<file path="config.mk">
export PLATFORM = sky130hd
export DESIGN_NAME = ffo_mask_builder
export DESIGN_NICKNAME = d
export VERILOG_FILES = /design/src/rtl/ffo_mask_builder.sv
export SDC_FILE = /design/constraint.sdc
export NUM_CORES = 1
export LEC_CHECK = 0
export BUFFER_PORTS_ARGS = -buffer_cell sky130_fd_sc_hd__buf_2
export CORE_MARGIN = 5
export CORE_UTILIZATION = 60
export DETAILED_ROUTE_END_ITERATION = 8
export HOLD_SLACK_MARGIN = 0.08
export PLACE_DENSITY = 0.95
export SLEW_MARGIN = 5
export SYNTH_ARGS = -nofsm -noshare
export SYNTH_HDL_FRONTEND = slang
export SYNTH_SLANG_ARGS = --single-unit
</file>
<file path="constraint.sdc">
create_clock -name clock -period 4.3 [get_ports clock]
set_input_delay 0.645 -clock clock [delete_from_list [all_inputs] [get_ports clock]]
set_output_delay 0.645 -clock clock [all_outputs]
set_load 0.01 [all_outputs]
</file>
<file path="src/rtl/ffo_mask_builder.sv">
// Rebuilds a set-bit mask from a stream of find-first-one (valid, position) beats
// and holds the frame result, population count and error flags under valid/ready.
module ffo_mask_builder #(
  parameter int N  = 32,
  parameter int PW = $clog2(N)
) (
  input  logic          clock,
  input  logic          reset_n,
  input  logic          in_valid,
  output logic          in_ready,
  input  logic          in_v,
  input  logic [0:PW-1] in_p,
  input  logic          in_last,
  output logic          out_valid,
  input  logic          out_ready,
  output logic [0:N-1]  out_mask,
  output logic [PW:0]   out_count,
  output logic          out_dup,
  output logic          out_order_err,
  output logic          out_range_err
);

  typedef enum logic {ST_ACCUM, ST_HOLD} state_t;

  localparam logic [PW:0] N_VAL = (PW+1)'(N);

  state_t        r_state;
  logic [0:N-1]  r_mask;
  logic [PW:0]   r_count;
  logic [0:PW-1] r_last_p;
  logic          r_have_last;
  logic          r_dup;
  logic          r_order_err;
  logic          r_range_err;

  logic          w_accept;
  logic          w_in_range;
  logic          w_pos_ok;
  logic          w_out_of_order;
  logic [0:N-1]  w_hit;
  logic          w_is_dup;
  logic          w_is_new;

  assign w_accept   = in_valid && (r_state == ST_ACCUM);
  // in_v gates everything derived from in_p so an undriven position never leaks into state
  assign w_in_range = in_v && ({1'b0, in_p} < N_VAL);
  assign w_pos_ok   = w_accept && w_in_range;

  genvar gi;
  generate
    for (gi = 0; gi < N; gi++) begin : g_dec
      assign w_hit[gi] = w_in_range && (in_p == PW'(gi));
    end
  endgenerate

  assign w_is_dup       = |(w_hit & r_mask);
  assign w_is_new       = |(w_hit & ~r_mask);
  assign w_out_of_order = r_have_last && (in_p <= r_last_p);

  always_ff @(posedge clock or negedge reset_n) begin
    if (!reset_n) begin
      r_state     <= ST_ACCUM;
      r_mask      <= '0;
      r_count     <= '0;
      r_last_p    <= '0;
      r_have_last <= 1'b0;
      r_dup       <= 1'b0;
      r_order_err <= 1'b0;
      r_range_err <= 1'b0;
    end else begin
      case (r_state)
        ST_ACCUM: begin
          if (w_pos_ok) begin
            if (w_out_of_order) r_order_err <= 1'b1;
            if (w_is_dup) r_dup <= 1'b1;
            if (w_is_new) begin
              r_mask <= r_mask | w_hit;
              if (r_count != N_VAL) r_count <= r_count + (PW+1)'(1);
            end
            r_last_p    <= in_p;
            r_have_last <= 1'b1;
          end
          if (w_accept && in_v && !w_in_range) r_range_err <= 1'b1;
          if (w_accept && in_last) r_state <= ST_HOLD;
        end
        ST_HOLD: begin
          // result is consumed: clear everything so the next frame starts empty
          if (out_ready) begin
            r_state     <= ST_ACCUM;
            r_mask      <= '0;
            r_count     <= '0;
            r_last_p    <= '0;
            r_have_last <= 1'b0;
            r_dup       <= 1'b0;
            r_order_err <= 1'b0;
            r_range_err <= 1'b0;
          end
        end
        default: r_state <= ST_ACCUM;
      endcase
    end
  end

  assign out_valid     = (r_state == ST_HOLD);
  assign in_ready      = !out_valid;
  assign out_mask      = r_mask;
  assign out_count     = r_count;
  assign out_dup       = r_dup;
  assign out_order_err = r_order_err;
  assign out_range_err = r_range_err;

endmodule

</file>
# == After elaboration in Yosys (flattened, before gate mapping) ==
# Cells that the tools add are included.
# word_totals
register_bits,48
inputBits,11
out_inout_bits,43
elab_cells,128
# classes
add_sub_neg,1
magnitude_cmp,1
eq_ne,39
muxes,26
bitwise_logic,5
reduce_logical,48
# ops
cell,count
$mux W32,3
$eq A5 B5 Y1 const B,16
$and A32 B32 Y32,2
$pmux W32 S2,1
$reduce_or A32 Y1,2
$eq A5 B4 Y1 const B,8
$logic_and A1 B1 Y1,37
$not A32 Y32,1
$or A32 B32 Y32,1
$mux W6,4
$eq A5 B3 Y1 const B,4
$pmux W6 S2,1
$eq A5 B2 Y1 const B,2
$mux W5,2
$ne A2 B2 Y1 const B,5
$pmux W1 S2,5
$pmux W5 S2,1
$mux W1,9
$reduce_and A3 Y1,3
$add A6 B1 Y6 const B,1
$ne A6 B6 Y1 const B,1
$eq A5 B1 Y1 const B,1
$le A5 B5 Y1,1
$logic_not A5 Y1,1
other kinds (5),8

# == Depth between registers and ports, before layout ==
# logic_depth
depth_word,7
depth_mapped,10
depth_no_buf,9

# == Worst setup path after synthesis ==
# OpenSTA, ideal clock, no wires.
# synth_path
path_kind,input to register
from,in in_p[2] (netlist bit)
to,reg r_count[0] (netlist: out_count[0])
setup_ps,125
t_arrival_ps,2343
required_time_ps,4175
setup_slack_ps,1832
stages,8
path_buffers,1
path_cell_list,buf_6 -> mux2_4 -> or4_1 -> o311ai_1 -> mux2i_1 -> a21oi_4 -> nand2_2 -> mux2_4
# synth_via
elab_chain_cells,6
# synth_lines
item,line,source
"start, declared",12,"input logic [0:PW-1] in_p,"
$eq A5 B5 Y1 (tied with other cells),52,assign w_hit[gi] = w_in_range && (in_p == PW'(gi));
$logic_and A1 B1 Y1,52,
$and A32 B32 Y32 *,57,assign w_is_new = |(w_hit & ~r_mask);
$reduce_or A32 Y1 *,57,
$ne A2 B2 Y1 (no line) *,n/a,
$reduce_and A4 Y1 (no line) *,n/a,
"end signal, assigned",78,if (r_count != N_VAL) r_count <= r_count + (PW+1)'(1);
"end, declared",29,logic [PW:0] r_count;
# Every way passes the cells marked *; elsewhere a longest branch is shown, timed or not.
# A chain may end at the register's enable or synchronous reset.

# == Worst setup path in the final report ==
# Ends and elaborated chain as after synthesis.

==> impl_metrics.json <==
{
  "synth_edf_count": 0,
  "synth_seq_cells": 48,
  "worstSetupEndpointType": "flop",
  "nets": 352,
  "rows": 25,
  "critical_path_class": "in2reg",
  "drive_above_1_share": 0.233,
  "synth_nets": 314,
  "first_pass_iters": 5,
  "drtIter0Drc": 268,
  "leakage_uw": 0.00153,
  "p_total_uw": 1160,
  "synth-adder-area-share": 0.0303,
  "setup_viol": 0,
  "die_area_sq_mm": 0.00631,
  "r2r-end": "out_count[0]$_DFFE_PN0P_",
  "yosys.area_share.simple": 0.187,
  "crit_fanout": 33,
  "place_hpwl_mm": 5.13,
  "synth_xor_xnor_area_share": 0,
  "clk_latency_ns": 0.30,
  "setup_tns_ns": 0,
  "finClkSkew_ns": 0.00656,
  "grt_max_degree": 49,
  "min_to": "out_range_err$_DFFE_PN0P_",
  "maxSlewHeadroom": 0.315,
  "cts.reportedPaths.clkPinSlew_ns": 0.08,
  "clock-sinks": 48,
  "vias": 2626,
  "routabilityCongestion": 0.946,
  "powerDensity_mw_per_mm2": 357,
  "track_usage": 0.247,
  "cts_resized": 0,
  "die_w_um": 79.4,
  "rsz0062_at_grt": "false",
  "post-cts-setup-buffer-count": 0,
  "synth.most_common_cell": "dfrtp_1",
  "timing.fmax_mhz": 313,
  "syn_area_sq_mm": 0.00289,
  "tightest_slew_ns": 1.03,
  "status": "finished, final reports clean",
  "drc": 0,
  "synthMuxAreaShare": 0.0804,
  "start_kind": "input pin",
  "fill_cells": 389,
  "clock-root-buffer": "clkbuf_8",
  "hold_class": "reg2reg",
  "wl_per_cell_um": 18.8,
  "maxCapViolations": 0,
  "cp.required_ns": 4.49,
  "cp-startpoint": "in_p[2]",
  "yosys-top-cells-area": "dfrtp_1 42%, a32o_1 10%, mux2i_1 3.1%",
  "r2r-start": "out_mask[2]$_DFFE_PN0P_",
  "finalCritPeriodShare": 0.743,
  "hold_viol": 0,
  "die_y_um": 79.4,
  "cts_buffers": 5,
  "design.core.area_sq_mm": 0.00469,
  "hp-start": "out_range_err$_DFFE_PN0P_",
  "top_level_ports": 54,
  "fin_area_sq_mm": 0.00325,
  "synthFlopType": "dfrtp_1",
  "holdBufCountCts": 0,
  "grt_antenna_before_repair": 0,
  "synth_area_per_cell_sq_um": 9.77,
  "htree_num_levels": 2,
  "netlist.area_leader.share": 0.415,
  "yosysTopAreaCell": "dfrtp_1",
  "area.growth.synth_to_final_pct": 12.3,
  "synthArstFlopShare": 1.00,
  "ir_drop_uv": 243,
  "ff2ff_setup_slack_ns": 1.51,
  "grt_overflow": 0,
  "clock_path_buffers": 2,
  "dpl-instance-area_sq_mm": 0.00312,
  "min_path_cells": 1,
  "drv_slew": 0,
  "finalCriticalPeriod_ns": 3.20,
  "synth_common_cells": "48 x dfrtp_1, 29 x a32o_1, 22 x nand2_1",
  "antenna_cells": 0,
  "io_buffers": 53,
  "synth_compound_area_frac": 0.226,
  "via_per_inst": 6.75,
  "synth_cell_types": 55,
  "ant_nets": 0,
  "reg2reg_depth": 7,
  "grt_pass1_vias": 2521,
  "synthCells": 296,
  "wirelength_mm": 7.31,
  "seq_area_frac_synth": 0.415,
  "cts_tree": "built",
  "synth_top_family_by_area": "compound AO/OA/AOI/OAI gates",
  "cp.arrival_ns": 3.39,
  "yosysWarnings": 0,
  "grt_pass1_wl_mm": 12.4,
  "start_util": 0.617
}
## per-layer routing
layer | vias up | GRT usage | wire [um]
met1 | 1276 | 0.354 | 3170
met4 | 0 | 0.0790 | 82
met3 | 9 | 0.0485 | 633
met5 | - | 0 | 0
li1 | 1204 | - | -
met2 | 137 | 0.376 | 3420
## sequential cells by signal (all words and copies together) (netlist names)
register and cells:
out_dup 1, out_range_err 1, r_have_last 1, r_last_p 5, out_count 6, out_mask 32, out_valid 1, out_order_err 1
## cell usage in the layout, fill, tap and decap left out, types with 4 or more instances in the layout
cell / Yosys / routed
a21oi_1: 7 / 7
a22o_1: 4 / 4
a22oi_1: 4 / 4
a32o_1: 29 / 29
buf_2: 10 / 53
buf_4: 4 / 4
clkbuf_8: 0 / 7
dfrtp_1: 48 / 48
ha_1: 7 / 7
inv_1: 11 / 11
mux2_2: 5 / 5
mux2i_1: 9 / 9
nand2_1: 22 / 22
nand3_1: 17 / 17
nor2_1: 20 / 20
nor2b_1: 5 / 5
nor3_1: 11 / 11
o21ai_0: 9 / 9
o31ai_1: 5 / 5
or3_1: 4 / 4
## power breakdown
group,internal (uW),total (uW),switching (uW)
logic,106,268,161
registers,492,537,45.2
clock network,205,354,149
## per-stage QoR
stage | worst slack [ns] | hold slack [ns] | utilization | cells
6_report | 1.10 | 0.486 | 0.693 | 389
5_1_grt | 0.936 | 0.495 | 0.693 | 389
4_1_cts | 1.14 | 0.492 | 0.693 | 389
3_5_place_dp | 0.837 | 0.469 | 0.666 | 381
3_3_place_gp | 0.902 | 0.465 | 0.666 | 381
2_1_floorplan | 1.83 | 0.349 | - | 296
## critical path: stages
cell      delay [ns]
buf_2           0.40
mux2_4          0.35
or4_1           0.46
o311ai_1        0.10
mux2i_1         0.18
a21oi_4         0.70
nand2_2         0.20
mux2_4          0.34
## cell families after synthesis
| logic type | Yosys count |
|---|---|
| and+or+nand+nor | 104 |
| AOI/OAI and AO/OA | 80 |
| DFF | 48 |
| buffers and inverters | 38 |
| muxes | 19 |
| adders and majority gates | 7 |
## how the worst max path moves through the flow
stage	endpoint	slack, ns	cells past startpoint
after detailed placement	out_count[0]$_DFFE_PN0P_	0.84	8
after global routing	out_count[0]$_DFFE_PN0P_	0.94	8
after global placement	out_count[0]$_DFFE_PN0P_	0.90	8
final	out_count[0]$_DFFE_PN0P_	1.10	8
after CTS	out_count[0]$_DFFE_PN0P_	1.14	8
after floorplan	out_count[0]$_DFFE_PN0P_	1.83	8
## area by class of cell
| cell class | instances | area [sq um] | share of cell area |
|---|---|---|---|
| inverter | 12 | 45.0 | 0.0139 |
| clock buffer | 7 | 96.3 | 0.0296 |
| tap | 54 | 67.6 | 0.0208 |
| sequential | 48 | 1200 | 0.370 |
| clock inverter | 1 | 30.0 | 0.00924 |
| timing repair buffer | 57 | 295 | 0.0909 |
| multi-input combinational | 210 | 1510 | 0.466 |
Note: power is estimated with default switching activity, not from simulation.
